[src/rtl/bcd_clock_pkg.sv]
// Shared types and helpers for the BCD alarm clock: alarm states, packed time, reset times, BCD validity.
// Latency: n/a (types and combinational functions only).
// Backpressure: none.
package bcd_clock_pkg;

  typedef enum logic [1:0] {
    ST_IDLE    = 2'd0,
    ST_RINGING = 2'd1,
    ST_SNOOZE  = 2'd2
  } alarm_state_e;

  typedef struct packed {
    logic [3:0] h_t;
    logic [3:0] h_u;
    logic [3:0] m_t;
    logic [3:0] m_u;
    logic [3:0] s_t;
    logic [3:0] s_u;
  } bcd_time_t;

  localparam bcd_time_t RESET_TIME_24H = 24'h000000;
  localparam bcd_time_t RESET_TIME_12H = 24'h120000;

  // Two-digit BCD field: units 0..9, tens 0..max_tens.
  function automatic logic bcd_pair_ok(input logic [3:0] tens, input logic [3:0] units,
                                       input logic [3:0] max_tens);
    return (tens <= max_tens) && (units <= 4'd9);
  endfunction

  // Hours field: 00..23 in 24h mode, 01..12 in 12h mode.
  function automatic logic bcd_hours_ok(input logic [3:0] h_t, input logic [3:0] h_u,
                                        input logic mode_24h);
    logic [6:0] hrs;
    hrs = {3'b000, h_t} * 7'd10 + {3'b000, h_u};
    if (!bcd_pair_ok(h_t, h_u, 4'd2)) return 1'b0;
    if (mode_24h) return hrs <= 7'd23;
    return (hrs >= 7'd1) && (hrs <= 7'd12);
  endfunction

  function automatic logic bcd_time_ok(input bcd_time_t t, input logic mode_24h);
    return bcd_pair_ok(t.m_t, t.m_u, 4'd5) && bcd_pair_ok(t.s_t, t.s_u, 4'd5) &&
           bcd_hours_ok(t.h_t, t.h_u, mode_24h);
  endfunction

endpackage

[src/rtl/bcd_mod60_counter.sv]
// Two-digit BCD 00..59 counter with increment/carry, parallel load and load-value check.
// Latency: value updates on the clock edge after inc/load; carry_out and cnt_nxt are combinational.
// Backpressure: none; load wins over inc.
module bcd_mod60_counter
  import bcd_clock_pkg::*;
(
  input  logic       clk,
  input  logic       reset,
  input  logic       inc,
  input  logic       load,
  input  logic [7:0] load_val,
  output logic [7:0] cnt,
  output logic [7:0] cnt_nxt,
  output logic       carry_out,
  output logic       load_ok
);

  logic [3:0] tens_q, tens_d;
  logic [3:0] units_q, units_d;

  assign load_ok   = bcd_pair_ok(load_val[7:4], load_val[3:0], 4'd5);
  assign carry_out = inc && !load && (tens_q == 4'd5) && (units_q == 4'd9);
  assign cnt       = {tens_q, units_q};
  assign cnt_nxt   = {tens_d, units_d};

  // Next digit values: load, else BCD increment with 59 -> 00 wrap.
  always_comb begin
    tens_d  = tens_q;
    units_d = units_q;
    if (load) begin
      tens_d  = load_val[7:4];
      units_d = load_val[3:0];
    end else if (inc) begin
      if (units_q == 4'd9) begin
        units_d = 4'd0;
        tens_d  = (tens_q == 4'd5) ? 4'd0 : tens_q + 4'd1;
      end else begin
        units_d = units_q + 4'd1;
      end
    end
  end

  // Digit registers.
  always_ff @(posedge clk or posedge reset) begin
    if (reset) begin
      tens_q  <= 4'd0;
      units_q <= 4'd0;
    end else begin
      tens_q  <= tens_d;
      units_q <= units_d;
    end
  end

endmodule

[src/rtl/bcd_alarm_clock.sv]
// BCD time-of-day clock (12/24h) with prescaled seconds tick, settable time and a ring/snooze alarm.
// Latency: time, sec_tick and set_err update one edge after the cause; ringing follows a match by one edge.
// Backpressure: none; every pulse input is acted on (or rejected via set_err) in the cycle it is seen.
module bcd_alarm_clock
  import bcd_clock_pkg::*;
#(
  parameter int CLK_DIV    = 1,
  parameter int MODE_24H   = 1,
  parameter int ALARM_HOLD = 60,
  parameter int SNOOZE_MIN = 5
) (
  input  logic        clk,
  input  logic        reset,
  input  logic        set_time,
  input  logic [23:0] time_in,
  input  logic        pm_in,
  input  logic        alarm_wr,
  input  logic [23:0] alarm_in,
  input  logic        alarm_pm_in,
  input  logic        alarm_en,
  input  logic        alarm_ack,
  input  logic        snooze,
  output logic [23:0] time_out,
  output logic        pm,
  output logic        sec_tick,
  output logic        ringing,
  output logic        set_err
);

  localparam int        PW           = (CLK_DIV > 1) ? $clog2(CLK_DIV) : 1;
  localparam int        SNOOZE_TICKS = SNOOZE_MIN * 60;
  localparam int        CNT_MAX      = (ALARM_HOLD > SNOOZE_TICKS) ? ALARM_HOLD : SNOOZE_TICKS;
  localparam int        CW           = $clog2(CNT_MAX + 1);
  localparam bit        MODE24       = (MODE_24H != 0);
  localparam bcd_time_t RESET_TIME   = MODE24 ? RESET_TIME_24H : RESET_TIME_12H;
  localparam logic [PW-1:0] PRE_LAST    = PW'(CLK_DIV - 1);
  localparam logic [CW-1:0] HOLD_LOAD   = CW'(ALARM_HOLD);
  localparam logic [CW-1:0] SNOOZE_LOAD = CW'(SNOOZE_TICKS);

  logic [PW-1:0] pre_q, pre_d;
  logic [7:0]    hour_q, hour_d;
  logic          pm_q, pm_d;
  bcd_time_t     alarm_q, alarm_d;
  logic          alarm_pm_q, alarm_pm_d;
  logic          match_q, match_d;
  logic          sec_tick_q, set_err_q;
  alarm_state_e  state_q, state_d;
  logic [CW-1:0] cnt_q, cnt_d;

  logic [7:0] sec_cnt, sec_nxt, min_cnt, min_nxt;
  logic       sec_carry, min_carry, sec_ok, min_ok;
  logic       set_ok, alarm_ok, tick_raw, tick;

  // A valid load restarts the second and suppresses the coincident tick.
  assign set_ok   = set_time && sec_ok && min_ok && bcd_hours_ok(time_in[23:20], time_in[19:16], MODE24);
  assign alarm_ok = alarm_wr && bcd_time_ok(alarm_in, MODE24);
  assign tick_raw = (pre_q == PRE_LAST);
  assign tick     = tick_raw && !set_ok;

  bcd_mod60_counter u_sec (
    .clk(clk), .reset(reset), .inc(tick), .load(set_ok), .load_val(time_in[7:0]),
    .cnt(sec_cnt), .cnt_nxt(sec_nxt), .carry_out(sec_carry), .load_ok(sec_ok)
  );

  bcd_mod60_counter u_min (
    .clk(clk), .reset(reset), .inc(sec_carry), .load(set_ok), .load_val(time_in[15:8]),
    .cnt(min_cnt), .cnt_nxt(min_nxt), .carry_out(min_carry), .load_ok(min_ok)
  );

  // Prescaler: 0..CLK_DIV-1, cleared by a valid time load.
  always_comb begin
    pre_d = pre_q + PW'(1);
    if (set_ok || tick_raw) pre_d = '0;
  end

  // Hours and pm: load, or advance on minute carry with 24h / 12h wrap rules.
  always_comb begin
    hour_d = hour_q;
    pm_d   = pm_q;
    if (set_ok) begin
      hour_d = time_in[23:16];
      pm_d   = MODE24 ? 1'b0 : pm_in;
    end else if (min_carry) begin
      if (MODE24 && hour_q == 8'h23) begin
        hour_d = 8'h00;
      end else if (!MODE24 && hour_q == 8'h12) begin
        hour_d = 8'h01;
      end else begin
        if (!MODE24 && hour_q == 8'h11) pm_d = !pm_q;
        hour_d = (hour_q[3:0] == 4'd9) ? {hour_q[7:4] + 4'd1, 4'd0} : {hour_q[7:4], hour_q[3:0] + 4'd1};
      end
    end
  end

  // Alarm register and match flag; only tick-driven updates can match, against the pre-write alarm.
  always_comb begin
    alarm_d    = alarm_q;
    alarm_pm_d = alarm_pm_q;
    if (alarm_ok) begin
      alarm_d    = alarm_in;
      alarm_pm_d = MODE24 ? 1'b0 : alarm_pm_in;
    end
    match_d = tick && alarm_en && ({hour_d, min_nxt, sec_nxt} == alarm_q) && (pm_d == alarm_pm_q);
  end

  // Alarm FSM: disable > valid alarm write > ack > snooze > counter expiry.
  always_comb begin
    state_d = state_q;
    cnt_d   = cnt_q;
    if (!alarm_en || alarm_ok || alarm_ack) begin
      state_d = ST_IDLE;
    end else begin
      case (state_q)
        ST_IDLE: begin
          if (match_q) begin
            state_d = ST_RINGING;
            cnt_d   = HOLD_LOAD;
          end
        end
        ST_RINGING: begin
          if (snooze) begin
            state_d = ST_SNOOZE;
            cnt_d   = SNOOZE_LOAD;
          end else if (cnt_q == '0) begin
            state_d = ST_IDLE;
          end else if (tick) begin
            cnt_d = cnt_q - CW'(1);
          end
        end
        ST_SNOOZE: begin
          if (cnt_q == '0) begin
            state_d = ST_RINGING;
            cnt_d   = HOLD_LOAD;
          end else if (tick) begin
            cnt_d = cnt_q - CW'(1);
          end
        end
        default: state_d = ST_IDLE;
      endcase
    end
  end

  // State registers.
  always_ff @(posedge clk or posedge reset) begin
    if (reset) begin
      pre_q      <= '0;
      hour_q     <= {RESET_TIME.h_t, RESET_TIME.h_u};
      pm_q       <= 1'b0;
      alarm_q    <= RESET_TIME;
      alarm_pm_q <= 1'b0;
      match_q    <= 1'b0;
      sec_tick_q <= 1'b0;
      set_err_q  <= 1'b0;
      state_q    <= ST_IDLE;
      cnt_q      <= '0;
    end else begin
      pre_q      <= pre_d;
      hour_q     <= hour_d;
      pm_q       <= pm_d;
      alarm_q    <= alarm_d;
      alarm_pm_q <= alarm_pm_d;
      match_q    <= match_d;
      sec_tick_q <= tick;
      set_err_q  <= (set_time && !set_ok) || (alarm_wr && !alarm_ok);
      state_q    <= state_d;
      cnt_q      <= cnt_d;
    end
  end

  assign time_out = {hour_q, min_cnt, sec_cnt};
  assign pm       = pm_q;
  assign sec_tick = sec_tick_q;
  assign set_err  = set_err_q;
  assign ringing  = (state_q == ST_RINGING);

endmodule

[config.mk]
export PLATFORM = sky130hd
export DESIGN_NAME = bcd_alarm_clock
export DESIGN_NICKNAME = d
export VERILOG_FILES = /design/src/rtl/bcd_clock_pkg.sv /design/src/rtl/bcd_mod60_counter.sv /design/src/rtl/bcd_alarm_clock.sv
export SDC_FILE = /design/constraint.sdc
export NUM_CORES = 1
export LEC_CHECK = 0
export ABC_AREA = 1
export CAP_MARGIN = 40
export CORE_MARGIN = 8
export CORE_UTILIZATION = 28
export CTS_CLUSTER_DIAMETER = 60
export DETAILED_ROUTE_END_ITERATION = 8
export HOLD_SLACK_MARGIN = 0.06
export PLACE_DENSITY = 0.52
export REMOVE_ABC_BUFFERS = 1
export SYNTH_ARGS = -nofsm -noshare
export SYNTH_HDL_FRONTEND = slang
export SYNTH_HIERARCHICAL = 1
export SYNTH_SLANG_ARGS = --single-unit
[constraint.sdc]
create_clock -name clk -period 4.2 [get_ports clk]
set_clock_uncertainty 0.15 [all_clocks]
set_input_delay 1.26 -clock clk [delete_from_list [all_inputs] [get_ports clk]]
set_output_delay 1.26 -clock clk [all_outputs]
set_load 0.05 [all_outputs]
==> results.yml, run 1 <==
routing:
  wl_mm: 14.1
  vias: 4690
  wl_per_cell_um: 13.1
  dr.pass1.iters: 4
  drtIter0Drc: 208
  drc: 0
  viasPerCell: 4.36
  ant_nets: 0
global_routing:
  grt_max_degree: 26
  grt_pass1_vias: 4680
  grt.overflow.total: 0
  grt_pass1_wl_mm: 23.4
  grtUsageTotal: 0.137
  antenna_found_initial: 0
timing:
  holdWs_ns: 0.332
  finalWorstSetupSlack_ns: -0.321
  hold_viol: 0
  maxSlewViolCount: 0
  rsz0062_at_grt: "true"
  finalSetupViolCount: 4
  fmax_ghz: 0.221
  worst_pin_slew_ns: 0.590
  finalCritPeriodShare: 1.08
  slew_headroom: 0.606
  period_needed_ns: 4.52
critical_path:
  worstPathArrival_ns: 4.64
  crit_type: "input port to flop"
  slowest_delay_ns: 0.49
  cp_slowest_cell: "fa_1"
  crit_required_ns: 4.32
  start_kind: "input port"
  end_kind: "flop"
  crit_family: "simple AND/OR/NAND/NOR gates"
  cp.buffers_inverters: 8
  cp_max_fo: 3
  cpMostUsedCell: "nand2_1"
finish:
  diodes: 0
  fin_nets: 933
  final_layout_size_suffix_gt1_frac: 0.204
  final_util: 0.414
  areaGrowthSynthToFinish_pct: 45.6
  final_area_mm2: 0.00685
die:
  die_area_mm2: 0.0212
  start_util: 0.284
  rows: 47
  core_area_mm2: 0.0165
  ios: 85
  die_y_um: 146
  die_w_um: 146
clock_tree:
  clockBufferDepth: 2
  clk_latency_ns: 0.34
  cts_tree: "yes"
  cts.clk_slew.worst_paths_ns: 0.05
  cts_hold_buf: 0
  cts_max_level: 3
  cts-root-buf: "clkbuf_16"
  cts_buffers: 9
  cts.sinks: 64
placement:
  dp_hpwl_mm: 11.3
  place_area_mm2: 0.00629
  gp_congestion: 0.853
  io_buffers: 82
pwr:
  p_seq_frac: 0.322
  irDropWorstVdd_uv: 221
  p_sw_frac: 0.356
  p_leak_nw: 3.42
  p_sw_mw: 0.815
  combPwrFrac: 0.346
  clkPwrFrac: 0.332
  p_per_area_mw_per_mm2: 334
  cellInternalPower_mw: 1.47
  total_power_mw: 2.29
run_status:
  violations: "negative setup slack"
  status: "finished with violations"
logic_synthesis:
  avgSynthCellArea_um2: 6.84
  ys_seq_area_frac: 0.341
  netlist_area_mm2: 0.00470
  synth-seq-cells: 64
  synthCells: 687
  synth_top_cell_by_area: "dfrtp_1"
  ys_types: 39
  netlist.area_leader.share: 0.341
  synth_area_leaders: "dfrtp_1 34%, nand2_1 16%, inv_1 9.1%"
  yosysWarningCount: 6
job:
  drv_cap: 0
min_path:
  worstHoldPathType: "flop to flop"
what timing repair did:
action,4_1_cts,5_1_grt
pin swaps,38,26
gates resized for setup,64,12
setup buffers,5,3
endpoints found under the setup margin,12,9
through the flow:
step | worst slack (ns) | setup TNS [ns] | cells
global route | -0.635 | -2.32 | 1076
detailed placement | -1.37 | -13.41 | 1052
finish | -0.321 | -0.498 | 1076
floorplan | -0.995 | -6.93 | 680
CTS | -0.402 | -0.623 | 1073
global placement | -1.33 | -13.08 | 1052
power by group through the flow:
stage / Sequential (mW) / Clock [mW] / Combinational, mW
6_report: 0.737 / 0.759 / 0.792
5_1_grt: 0.748 / 0.815 / 0.869
4_1_cts: 0.736 / 0.782 / 0.794
3_5_place_dp: 0.746 / 0 / 0.772
3_3_place_gp: 0.749 / 0 / 0.770
2_1_floorplan: 0.892 / 0 / 0.311
worst reg2reg max path: cells and delay by family, from the launching register on:
kind | cells | cell delay (ns)
simple gates | 21 | 1.73
flops | 1 | 0.43
buf+inv | 4 | 0.41
layout by cell type, fill, tap and decap left out, types with 6 or more instances in the layout:
cell type	synthesis	layout
a21oi_1	20	20
buf_4	1	74
clkbuf_16	0	9
clkdlybuf4s50_1	0	77
dfrtp_1	64	64
ha_1	21	17
inv_1	114	108
inv_2	6	11
nand2_1	203	194
nand2_2	8	13
nand3_1	65	61
nand3_2	2	6
nand4_1	12	12
nor2_1	75	70
nor2_2	9	11
o21ai_0	26	22
xor2_1	12	12
cell families after synthesis:
kind of cell,after synthesis,share of synthesized area
other,1,0.000798
AO/OA/AOI/OAI,57,0.0657
AND/OR/NAND/NOR,392,0.371
buffers and inverters,127,0.107
adder cells (fa/ha/maj),25,0.0729
flip-flops,64,0.341
multiplexers,4,0.00958
XOR/XNOR,17,0.0317
registers in the layout (all words and copies together), names as in the netlist:
signal and count:
u_min/units_q 4, u_min/tens_q 4, hour_q 8, cnt_q 9
alarm_q 24, set_err 1, match_q 1, pre_q 1
state_q 2, u_sec/units_q 4, sec_tick 1, u_sec/tens_q 4
pm 1
worst paths after layout:
| kind | start | endpoint | slack (ns) | cells after the start |
|---|---|---|---|---|
| max in group asynchronous | reset | alarm_q[12]$_DFFE_PP0P_ | 2.12 | 3 |
| setup reg to reg | u_sec/units_q[2]$_DFF_PP0_ | match_q$_DFF_PP0_ | 1.42 | 25 |
| setup / recovery | time_in[21] | match_q$_DFF_PP0_ | -0.32 | 34 |
| hold / removal | alarm_q[10]$_DFFE_PP0P_ | alarm_q[10]$_DFFE_PP0P_ | 0.33 | 2 |
| hold reg to reg | alarm_q[10]$_DFFE_PP0P_ | alarm_q[10]$_DFFE_PP0P_ | 0.33 | 2 |
| min in group asynchronous | reset | u_sec/units_q[3]$_DFF_PP0_ | 1.12 | 2 |
synth_stat cells, drive strengths merged:
library cell  instances
a21oi                20
nand3b                2
mux2                  4
nor3                  6
or2                   2
xor2                 12
o211ai                2
conb                  1
inv                 120
dfrtp                64
nand2               212
nand4                14
a221oi                2
fa                    4
buf                   5
ha                   21
a22oi                 2
clkbuf                2
o21ai                29
o22ai                 2
xnor2                 5
nor3b                 1
nand3                68
nor2                 87
cell type report:
cell class	instances	area (um2)
fill	1727	9680
clock buffer	13	260
sequential	64	1600
multi-input combinational	496	2780
tap	220	275
timing repair buffer	160	1430
inverter	120	453
clock inverter	3	40.0
per-layer routing:
layer / track usage / up-vias / wire length, um / part of all wire
met3: 0.0401 / 14 / 680 / 0.048
li1: - / 2477 / - / -
met5: 0 / - / 0 / 0
met2: 0.217 / 91 / 6320 / 0.45
met1: 0.178 / 2108 / 6890 / 0.49
met4: 0.0416 / 0 / 201 / 0.014
(Power assumes the default switching activity.)
==> inputs of run 2 (changes only) <==
CORE_MARGIN = not set   (was 8)
DONT_BUFFER_PORTS = 1   (was not set)
PLACE_DENSITY = 0.45   (was 0.52)
==> run 2 against run 1 <==
Compared with the run above: the run ends with design-rule violations, negative setup slack left; via count fell by 5.0%; critical endpoint unchanged; sequential power rose by 23%; global-route usage rose by 2.6 points; utilization fell by 5.4 points; sequential share of layout area rose by 3.6 points; critical path type unchanged; largest power group is now registers; wire length fell by 5.8%; highest routed layer unchanged.
==> results.yml, run 2 (synthesis results as in run 1) <==
run_status:
  status: "finished with violations"
  violations: "design-rule violations, negative setup slack"
timing:
  worst_pin_slew_ns: 0.751
  finalWorstSetupSlack_ns: -0.316
  slew_headroom: 0.499
  period_needed_ns: 4.52
  rsz0062_at_grt: "true"
  finalSetupViolCount: 6
  fmax_ghz: 0.221
  holdWs_ns: 0.321
  maxSlewViolCount: 0
  finalCritPeriodShare: 1.08
  tns_ns: -0.454
  hold_viol: 0
clock_tree:
  clk_latency_ns: 0.33
  cts_hold_buf: 0
  clockBufferDepth: 2
  cts-root-buf: "clkbuf_16"
  cts_tree: "yes"
  cts_max_level: 3
  cts_buffers: 9
  cts.clk_slew.worst_paths_ns: 0.05
  cts.sinks: 64
min_path:
  worstHoldPathType: "flop to flop"
finish:
  final_util: 0.360
  diodes: 0
  largestRegisters: "alarm_q: 24 flops, cnt_q: 9 flops, hour_q: 8 flops"
  final_area_mm2: 0.00593
  post_layout_nonfiller_instances: 967
  largest_reg_flops: 24
  fin_nets: 824
  areaGrowthSynthToFinish_pct: 26.1
  final_common_cell: "nand2_1"
  final_cell_mix: "186 x nand2_1, 106 x inv_1, 68 x nor2_1"
  final_layout_size_suffix_gt1_frac: 0.210
  max_flop_register: "alarm_q"
pwr:
  combPwrFrac: 0.222
  p_sw_mw: 0.808
  total_power_mw: 2.17
  p_leak_nw: 2.98
  p_seq_frac: 0.417
  cellInternalPower_mw: 1.36
  clkPwrFrac: 0.361
  p_sw_frac: 0.372
  irDropWorstVdd_uv: 197
  p_per_area_mw_per_mm2: 366
critical_path:
  cp_max_fo: 6
  crit_type: "input port to flop"
  crit_required_ns: 4.27
  end_kind: "flop"
  start_kind: "input port"
  worstPathArrival_ns: 4.59
routing:
  drc: 1
  drtIter0Drc: 226
  wl_mm: 13.3
  ant_nets: 0
  wl_per_cell_um: 13.7
  viasPerCell: 4.61
  dr.pass1.iters: 7
  vias: 4456
die:
  ios: 85
  die_area_mm2: 0.0173
  core_area_mm2: 0.0165
  die_y_um: 132
  start_util: 0.285
  rows: 47
  die_w_um: 132
placement:
  gp_congestion: 0.811
  dp_hpwl_mm: 10.7
  place_ws_ns: -1.16
  io_buffers: 0
  place_area_mm2: 0.00531
  dp.cells: 948
global_routing:
  grt_max_degree: 35
  grtUsageTotal: 0.163
  grt.overflow.total: 0
  grt_pass1_vias: 4451
  grt_pass1_wl_mm: 22.4
  antenna_found_initial: 0
job:
  drv_cap: 0
run 2: changes by cell type in the layout (fill, tap and decap cells not counted), sizes merged:
cell           change
clkdlybuf4s50     -77
dlygate4sd2        -1
clkbuf             -1
clkinvlp           +1
buf               -31
run 2: power groups by stage:
| stage | clock (mW) | combinational, mW | sequential, mW |
|---|---|---|---|
| final | 0.784 | 0.482 | 0.906 |
| after global routing | 0.830 | 0.557 | 0.916 |
| after CTS | 0.803 | 0.468 | 0.905 |
| after detailed placement | 0 | 0.451 | 0.916 |
| after global placement | 0 | 0.444 | 0.915 |
| after floorplan | 0 | 0.311 | 0.892 |
run 2: path summary, 6_finish.rpt:
check,cells after the start,end,start,slack (ns)
worst max-delay path,28,match_q$_DFF_PP0_,time_in[21],-0.32
worst min-delay path,2,alarm_q[15]$_DFFE_PP0P_,alarm_q[15]$_DFFE_PP0P_,0.32
worst max register to register,20,match_q$_DFF_PP0_,u_sec/units_q[3]$_DFF_PP0_,1.04
worst min register to register,2,alarm_q[15]$_DFFE_PP0P_,alarm_q[15]$_DFFE_PP0P_,0.32
max in group asynchronous,2,hour_q[2]$_DFF_PP0_,reset,2.40
min in group asynchronous,1,u_min/units_q[1]$_DFF_PP0_,reset,0.61
run 2: metal layers:
layer,global-route usage,wire length (um),up-vias
li1,-,-,2256
met1,0.218,6310,2065
met4,0.0801,354,0
met3,0.0397,770,22
met5,0,0,-
met2,0.246,5850,113
run 2: worst max-delay path: stages:
cell and delay (ns):
ha_4 0.23, ha_4 0.16, inv_2 0.05, fa_2 0.45
nor2_2 0.14, nand3_1 0.07, nand2_1 0.08, nand2_2 0.08
nand3_4 0.14, buf_6 0.12, inv_4 0.04, nor3_4 0.18
buf_6 0.13, buf_12 0.12, nand2_4 0.06, nor3_4 0.20
buf_6 0.17, buf_6 0.09, nand2_1 0.06, xor2_1 0.14
nor2_1 0.14, nand2_1 0.08, o21ai_2 0.10, inv_1 0.06
nand2_1 0.05, nand2_1 0.05, nand3_1 0.09, nor2_2 0.05
run 2: area by class of cell:
class                           count  area [um2]
Timing Repair Buffer               51         427
Inverter                          120         465
Fill cell                        1782       10500
Tap cell                          220         275
Multi-Input combinational cell    496        2840
Sequential cell                    64        1600
Clock inverter                      4        51.3
Clock buffer                       12         267
run 2: repair_timing:
| action | CTS | global route |
|---|---|---|
| hold endpoints to repair | 0 | 0 |
| setup endpoints to repair | 9 | 9 |
| setup buffers | 2 | 1 |
| gates resized for setup | 44 | 38 |
| pin swaps | 38 | 29 |
==> inputs of run 3 (changes only) <==
SETUP_SLACK_MARGIN = 0.1   (was not set)
==> results of run 3 <==
The final DEF is identical to that of run 2; final timing and power are the same.
